### config.mk
export PLATFORM = sky130hd
export DESIGN_NAME = systolic_feed_ctrl
export DESIGN_NICKNAME = d
export VERILOG_FILES = /design/src/rtl/systolic_pkg.sv /design/src/rtl/skew_line.sv /design/src/rtl/systolic_feed_ctrl.sv
export SDC_FILE = /design/constraint.sdc
export NUM_CORES = 1
export LEC_CHECK = 0
export CORE_ASPECT_RATIO = 1.2
export CORE_MARGIN = 8
export CORE_UTILIZATION = 45
export CTS_CLUSTER_DIAMETER = 120
export DETAILED_ROUTE_END_ITERATION = 8
export DONT_BUFFER_PORTS = 1
export GPL_TIMING_DRIVEN = 1
export PLACE_DENSITY = 0.65
export SYNTH_ARGS = -nofsm -noshare
export SYNTH_HDL_FRONTEND = slang
export SYNTH_SLANG_ARGS = --single-unit
### constraint.sdc
create_clock -name clk -period 3 [get_ports clk]
set_input_delay 0.9 -clock clk [delete_from_list [all_inputs] [get_ports clk]]
set_output_delay 0.9 -clock clk [all_outputs]
set_load 0.05 [all_outputs]
### src/rtl/systolic_pkg.sv
// systolic_pkg: shared types, widths and helpers for the systolic array feed path.
package systolic_pkg;
  localparam int DW = 8;
  localparam int SW = 17;
  typedef enum logic [2:0] {S_IDLE, S_FETCH, S_DRAIN, S_CAPTURE, S_DONE} feed_state_t;
  function automatic logic [7:0] drain_last(input int drain);
    return 8'(drain - 1);
  endfunction
endpackage

### src/rtl/skew_line.sv
// skew_line: depth-D delay of {valid, data} measured from the read strobe; data lags its strobe by one cycle.
module skew_line #(
  parameter int D  = 1,
  parameter int DW = 8
)(
  input  logic          clk,
  input  logic          rst_n,
  input  logic          flush,
  input  logic          vin,
  input  logic [DW-1:0] din,
  output logic          vout,
  output logic [DW-1:0] dout
);
  logic [D-1:0]  v;
  logic [DW-1:0] dq;
  always_ff @(posedge clk or negedge rst_n)
    if (!rst_n) v <= '0;
    else v <= flush ? '0 : (v << 1) | D'(vin);
  // Buffer data already arrives one cycle after the strobe, so it needs one stage less than valid.
  if (D == 1) begin : g_direct
    assign dq = din;
  end else begin : g_pipe
    logic [DW-1:0] d [D-1];
    always_ff @(posedge clk or negedge rst_n)
      if (!rst_n) d <= '{default: '0};
      else if (flush) d <= '{default: '0};
      else begin
        for (int j = D - 2; j > 0; j--) d[j] <= d[j-1];
        d[0] <= din;
      end
    assign dq = d[D-2];
  end
  assign vout = v[D-1];
  assign dout = v[D-1] ? dq : '0;
endmodule

### src/rtl/systolic_feed_ctrl.sv
// systolic_feed_ctrl: fetches K operand vectors, skews them onto the array edges and times result capture.
module systolic_feed_ctrl
  import systolic_pkg::*;
#(
  parameter int N     = 4,
  parameter int KW    = 8,
  parameter int DW    = systolic_pkg::DW,
  parameter int DRAIN = 12
)(
  input  logic            clk,
  input  logic            rst_n,
  input  logic            start,
  input  logic [KW-1:0]   k_len,
  input  logic            abort,
  output logic            busy,
  output logic            rd_en,
  output logic [KW-1:0]   rd_addr,
  input  logic [N*DW-1:0] rd_a,
  input  logic [N*DW-1:0] rd_b,
  output logic [N*DW-1:0] a_feed,
  output logic [N*DW-1:0] b_feed,
  output logic [N-1:0]    feed_vld,
  output logic            res_capture,
  output logic            done
);
  if (DRAIN < N || DRAIN > 255) begin : g_bad_drain
    $error("systolic_feed_ctrl: DRAIN must lie in N..255");
  end
  feed_state_t   state_q, state_d;
  logic [KW-1:0] k_q, addr_q;
  logic [7:0]    dcnt_q;
  logic [N-1:0]  a_vld, b_vld;
  always_comb begin
    state_d = state_q;
    unique case (state_q)
      S_IDLE:    if (start) state_d = (k_len == '0) ? S_DONE : S_FETCH;
      S_FETCH:   if (addr_q == k_q - KW'(1)) state_d = S_DRAIN;
      S_DRAIN:   if (dcnt_q == drain_last(DRAIN)) state_d = S_CAPTURE;
      S_CAPTURE: state_d = S_DONE;
      default:   state_d = S_IDLE;
    endcase
    if (abort) state_d = S_IDLE;
  end
  always_ff @(posedge clk or negedge rst_n)
    if (!rst_n) begin
      state_q <= S_IDLE;
      k_q     <= '0;
      addr_q  <= '0;
      dcnt_q  <= '0;
    end else begin
      state_q <= state_d;
      if (state_q == S_IDLE && start) k_q <= k_len;
      addr_q  <= (state_q == S_FETCH && state_d == S_FETCH) ? addr_q + KW'(1) : '0;
      dcnt_q  <= (state_q == S_DRAIN && state_d == S_DRAIN) ? dcnt_q + 8'd1 : '0;
    end
  assign busy        = state_q != S_IDLE;
  assign rd_en       = state_q == S_FETCH;
  assign rd_addr     = addr_q;
  assign res_capture = state_q == S_CAPTURE;
  assign done        = state_q == S_DONE;
  // Lane i sits i+1 cycles behind its strobe so operands meet on the array diagonal.
  for (genvar i = 0; i < N; i++) begin : g_lane
    skew_line #(.D(i + 1), .DW(DW)) u_a (
      .clk(clk), .rst_n(rst_n), .flush(abort), .vin(rd_en),
      .din(rd_a[i*DW +: DW]), .vout(a_vld[i]), .dout(a_feed[i*DW +: DW])
    );
    skew_line #(.D(i + 1), .DW(DW)) u_b (
      .clk(clk), .rst_n(rst_n), .flush(abort), .vin(rd_en),
      .din(rd_b[i*DW +: DW]), .vout(b_vld[i]), .dout(b_feed[i*DW +: DW])
    );
  end
  assign feed_vld = a_vld & b_vld;
endmodule

==> out/metrics.cfg, run 1 <==
[clock_tree]
cts_tree=built
post-cts-setup-buffers=0
clkLatencyLatePin_ns=0.40
htree_levels=4
cts-buffers-inserted=17
post_cts_resized=0
clock_sink_count=127
clk_root_buffer_cell=clkbuf_16
clkSlewWorstSetupHoldPaths_ns=0.06
clock_path_buffers=2
hold_buffers=0

[global_routing]
grt_pass1_vias=3180
gr-total-overflow=0
antenna_found_initial=0
track_usage_pct=13.6
grt_pass1_wl_um=16100
grt_max_degree=128

[place]
port_buffers=0
gp_congestion=0.773
dp_hpwl_um=6710

[critical_path]
path_buf_inv=0
crit_type=flip-flop to output pin
worstPathMaxFanout=18
crit_chain=and2_1
crit_path_end_kind=output pin
required_ns=2.10
crit_arrival_ns=1.54
startpoint_type=flip-flop
crit_family=flip-flops
critPathSlowestCell=dfrtp_1
r2r-start=k_q[2]
r2r_end=rd_addr[1]
worstRegToRegCells=5
slowest_delay_ns=0.58
r2r_slack_ns=0.72

[yosys]
yosysWarnings=0
ys_types=42
synthesis.area_um2=5100
synth-seq-cells=127
synth.yosys.seq_area_share_pct=62.3
avgSynthCellArea_um2=12.0
syn_nets=505
syn-instance-count=426
synth_edf_count=0
async_flop_share_pct=100
synthFlopType=dfrtp_1

[power_and_ir_drop]
p_leak_nw=2.73
p_total_w=0.00412
pwr-share-comb_pct=6.5
powerDensity_nw_per_um2=703
intPower_w=0.00314
power.share.switching_pct=23.8
power_frac_seq_pct=45.0
power_frac_clock_pct=48.5
p_sw_w=0.000981
peakVddDrop_mv=0.321

[routing]
dr_total_vias=2889
drt_iter0_drc=106
routed_wl_um=9680
remaining_drc_errors=0
antenna_left=0
dr.pass1.iters=4
vias_per_cell=4.97
wl_per_cell_um=16.7

[timing]
layout_min_cycle_time_ns=2.44
fmax_mhz=410
drv_slew=0
fin_skew_ns=0.00734
fin_crit_sh_pct=81.3
final-hold-violation-count=0
slew_headroom_pct=58.1
setup_viol=0
rsz0062_at_grt=no
tns_ns=0
holdWs_ns=0.191
max_slew.worst_pin.slew_ns=0.629

[floorplan]
core-area_um2=11000
initial_core_util_pct=46.2
die_h_um=133
rows=42
die_w_um=113
dieArea_um2=15000
pin_count=156

[cells_and_area]
drive_gt1_share_pct=12.9
fin_nets=515
syn_to_final_growth_pct=14.9
final_cell_mix=127 x dfrtp_1, 99 x nor2b_1, 65 x and2_1, 19 x nor2_1, 17 x clkbuf_16
multi_input_area_um2=1810
fill_cells=946
final_common_cell=dfrtp_1
diodes=0
regArea_um2=3180

[job]
drv_cap=0

[run_status]
status=complete, no violations

[worst_hold_path]
hold_path.class=input port to asynchronous set/reset pin

-- per-layer routing --
metal  vias up  GRT usage [%]  share of wire (%)
li1       1366              -                  -
met1      1390           15.7                 42
met2       123           21.5                 47
met3        10           5.69                9.1
met4         0           6.08                1.1
met5         -              0                  0
-- synthesized netlist by cell type, types with 2 or more instances --
library cell / number / area, µm²
dfrtp_1: 127 / 3180
nand2b_1: 4 / 25.0
xnor2_1: 8 / 70.1
mux2_2: 5 / 56.3
or4_1: 2 / 15.0
nor4_1: 2 / 12.5
and2_1: 65 / 407
clkbuf_1: 17 / 63.8
nor2b_1: 99 / 619
o21ai_0: 2 / 10.0
and3_1: 5 / 31.3
nor3_1: 4 / 20.0
nor3b_1: 3 / 22.5
nor2_1: 19 / 71.3
buf_4: 4 / 30.0
xor2_1: 13 / 114
nand3_1: 9 / 45.0
nand2_1: 7 / 26.3
inv_1: 6 / 22.5
ha_1: 3 / 37.5
-- worst reg2reg max path: cells and delay by family, from the launching register on --
family / cells / cell delay [ns]
simple gates: 5 / 1.74
flops: 1 / 0.43
-- power by group through the flow --
| stage | Clock, W | Sequential [W] | Combinational, W |
|---|---|---|---|
| floorplan | 0 | 0.00186 | 0.000255 |
| global placement | 0 | 0.00188 | 0.000262 |
| detailed placement | 0 | 0.00188 | 0.000267 |
| CTS | 0.00205 | 0.00185 | 0.000271 |
| global route | 0.00211 | 0.00186 | 0.000289 |
| finish | 0.00200 | 0.00185 | 0.000267 |
-- flip-flops by register name (all words and copies together) (netlist names), 3 cells and up --
signal               cells
g_lane.u_b.v             3
state_q                  3
g_lane.u_a.dq           24
g_lane.u_b.dq           24
g_lane.u_b.g_pipe.d     24
g_lane.u_a.g_pipe.d     24
k_q                      8
rd_addr                  8
dcnt_q                   8
-- cell families after synthesis --
kind of cell | count (synthesis) | share of synthesized area (%)
simple gates | 230 | 27.3
flops | 127 | 62.3
buf+inv | 28 | 2.36
xor+xnor | 21 | 3.61
compound gates | 11 | 2.36
mux | 6 | 1.33
fa+ha+maj | 3 | 0.736
-- stage by stage --
stage,area (µm²),util (%),setup slack (ns),instances
global placement,5270,47.8,0.750,549
floorplan,5100,-,0.500,426
CTS,5860,53.1,0.517,581
global route,5860,53.1,0.466,581
detailed placement,5270,47.8,0.738,549
finish,5860,53.1,0.562,581
-- cell type report --
class,count,area share [%]
Inverter,6,0.384
Clock buffer,18,7.32
Tap cell,132,2.82
Multi-Input combinational cell,271,30.9
Clock inverter,14,2.69
Timing Repair Buffer,13,1.67
Sequential cell,127,54.2
-- how the worst max path moves through the flow --
| stage | start | end | slack, ns | cells after the start |
|---|---|---|---|---|
| after floorplan | state_q[2] | rd_en | 0.50 | 1 |
| after global placement | rd_a[5] | a_feed[5] | 0.75 | 1 |
| after detailed placement | k_q[0] | rd_addr[1] | 0.74 | 5 |
| after CTS | g_lane[3].u_b.v[1] | a_feed[15] | 0.52 | 1 |
| after global routing | g_lane[3].u_b.v[1] | a_feed[15] | 0.47 | 1 |
| final | g_lane[3].u_b.v[1] | a_feed[15] | 0.56 | 1 |
(Power assumes the default switching activity.)
==> run 2, diff against run 1 <==
==> constraint.sdc (replaced) <==
create_clock -name clk -period 2.5 [get_ports clk]
set_input_delay 0.75 -clock clk [delete_from_list [all_inputs] [get_ports clk]]
set_output_delay 0.75 -clock clk [all_outputs]
set_load 0.05 [all_outputs]
==> out/metrics.cfg, run 2 (synthesis results as in run 1) <==
[critical_path]
crit_path_end_kind=flip-flop  ; was output pin
worstPathMaxFanout=4  ; was 18
crit_type=flip-flop to flip-flop  ; was flip-flop to output pin
r2r_slack_ns=0.18  ; was 0.72 ns
r2r-start=k_q[0]  ; was k_q[2]
r2r_end=rd_addr[1]  ; unchanged
crit_chain=or4_4 > nor4_2 > nor3_2 > or4_1 > and3_1  ; was and2_1
startpoint_type=flip-flop  ; unchanged
required_ns=2.79  ; was 2.10 ns
critPathSlowestCell=or4_4  ; was dfrtp_1
crit_arrival_ns=2.62  ; was 1.54 ns
worstRegToRegCells=5  ; unchanged
slowest_delay_ns=0.59  ; was 0.58 ns

[timing]
setup_viol=0  ; unchanged
setup_ws_ns=0.179  ; was 0.562 ns
layout_min_cycle_time_ns=2.32
max_slew.worst_pin.slew_ns=0.533  ; was 0.629 ns
tns_ns=0  ; unchanged
rsz0062_at_grt=no  ; unchanged
slew_headroom_pct=64.4  ; was 58.1%
fmax_mhz=431
drv_slew=0  ; unchanged
final-hold-violation-count=0  ; unchanged
fin_skew_ns=0.00682  ; was 0.00734 ns
fin_crit_sh_pct=92.8

[cells_and_area]
diodes=0  ; unchanged
multi_input_area_um2=1810  ; unchanged
syn_to_final_growth_pct=22.1  ; was 14.9%
final_cell_mix=127 x dfrtp_1, 99 x nor2b_1, 65 x and2_1, 60 x buf_4, 19 x nor2_1  ; was 127 x dfrtp_1, 99 x nor2b_1, 65 x and2_1, 19 x nor2_1, 17 x clkbuf_16
fin_nets=562  ; was 515
regArea_um2=3180  ; unchanged
drive_gt1_share_pct=21.4  ; was 12.9%
final_common_cell=dfrtp_1  ; unchanged
fin_cells=628  ; was 581
fill_cells=960  ; was 946

[clock_tree]
htree_levels=4  ; unchanged
hold_buffers=0  ; unchanged
post_cts_resized=0  ; unchanged
clkSlewWorstSetupHoldPaths_ns=0.06  ; about the same
cts-buffers-inserted=17  ; unchanged
clk_root_buffer_cell=clkbuf_16  ; unchanged
clkLatencyLatePin_ns=0.41  ; was 0.40 ns
clock_sink_count=127  ; unchanged
cts_tree=built  ; unchanged
clock_path_buffers=2  ; unchanged
post-cts-setup-buffers=0  ; unchanged

[global_routing]
grt_max_degree=128  ; unchanged
track_usage_pct=14.1  ; was 13.6%
gr-total-overflow=0  ; unchanged
grt_pass1_wl_um=16700  ; was 16100 µm
antenna_found_initial=0  ; unchanged
grt_pass1_vias=3322  ; was 3180

[place]
port_buffers=0  ; unchanged
place_ws_ns=0.200  ; was 0.738 ns
dp.cells=596  ; was 549
gp_congestion=0.802  ; was 0.773
dp_hpwl_um=7140  ; was 6710 µm

[worst_hold_path]
hold_path.class=input port to asynchronous set/reset pin  ; unchanged

[floorplan]
core-area_um2=11000  ; unchanged
pin_count=156  ; unchanged
initial_core_util_pct=46.2  ; unchanged
die_w_um=113  ; unchanged
die_h_um=133  ; unchanged
rows=42  ; unchanged
dieArea_um2=15000  ; unchanged

[routing]
drt_iter0_drc=123  ; was 106
wl_per_cell_um=16.3  ; was 16.7 µm
dr_total_vias=3107  ; was 2889
dr.pass1.iters=4  ; unchanged
routed_wl_um=10200  ; was 9680 µm
remaining_drc_errors=0  ; unchanged
antenna_left=0  ; unchanged
vias_per_cell=4.95  ; was 4.97

[run_status]
status=complete, no violations  ; unchanged

[power_and_ir_drop]
powerDensity_nw_per_um2=805  ; was 703 nW/µm²
p_leak_nw=2.99  ; was 2.73 nW
peakVddDrop_mv=0.412  ; was 0.321 mV

[job]
drv_cap=0  ; unchanged

-- run 2: report_power, final --
| part | switching (W) | internal, W | total (W) |
|---|---|---|---|
| registers | 0.0000628 | 0.00215 | 0.00221 |
| clock network | 0.000943 | 0.00150 | 0.00244 |
| logic | 0.000207 | 0.000149 | 0.000356 |
-- run 2: cell type report --
class                      count  share of cell area [%]
clock buffer                  17                    6.83
clock inverter                15                    2.79
inverter                       6                   0.362
multi-input combinational    271                    29.1
sequential                   127                    51.1
tap                          132                    2.65
timing repair buffer          60                    7.24
-- run 2: worst max-delay path: cells and delay by family (launching register included) --
| family | cells | cell delay, ns |
|---|---|---|
| DFF | 1 | 0.42 |
| and+or+nand+nor | 5 | 1.79 |
-- run 2: how the worst max path moves through the flow --
stage | from | end
2_1_floorplan | rd_addr[5] | rd_addr[1]
3_3_place_gp | k_q[0] | rd_addr[1]
3_5_place_dp | k_q[0] | rd_addr[1]
4_1_cts | k_q[0] | rd_addr[1]
5_1_grt | k_q[2] | rd_addr[2]
6_report | k_q[0] | rd_addr[1]
-- run 2: metal layers --
metal  global-route usage, %  vias up  part of all wire [%]
met5                       0        -                     0
li1                        -     1460                     -
met2                    22.2      140                    47
met4                    4.30        0                   1.3
met3                    7.19       16                   9.6
met1                    16.3     1491                    42
-- run 2: stage by stage --
step | cell area (µm²) | util, % | hold WS (ns) | total power [W]
final | 6220 | 56.4 | 0.0363 | 0.00501
after global placement | 5630 | 51.0 | 0.441 | 0.00260
after floorplan | 5100 | - | 0.439 | 0.00254
after CTS | 6220 | 56.4 | 0.0203 | 0.00507
after detailed placement | 5630 | 51.0 | 0.446 | 0.00261
after global routing | 6220 | 56.4 | 0.00555 | 0.00522
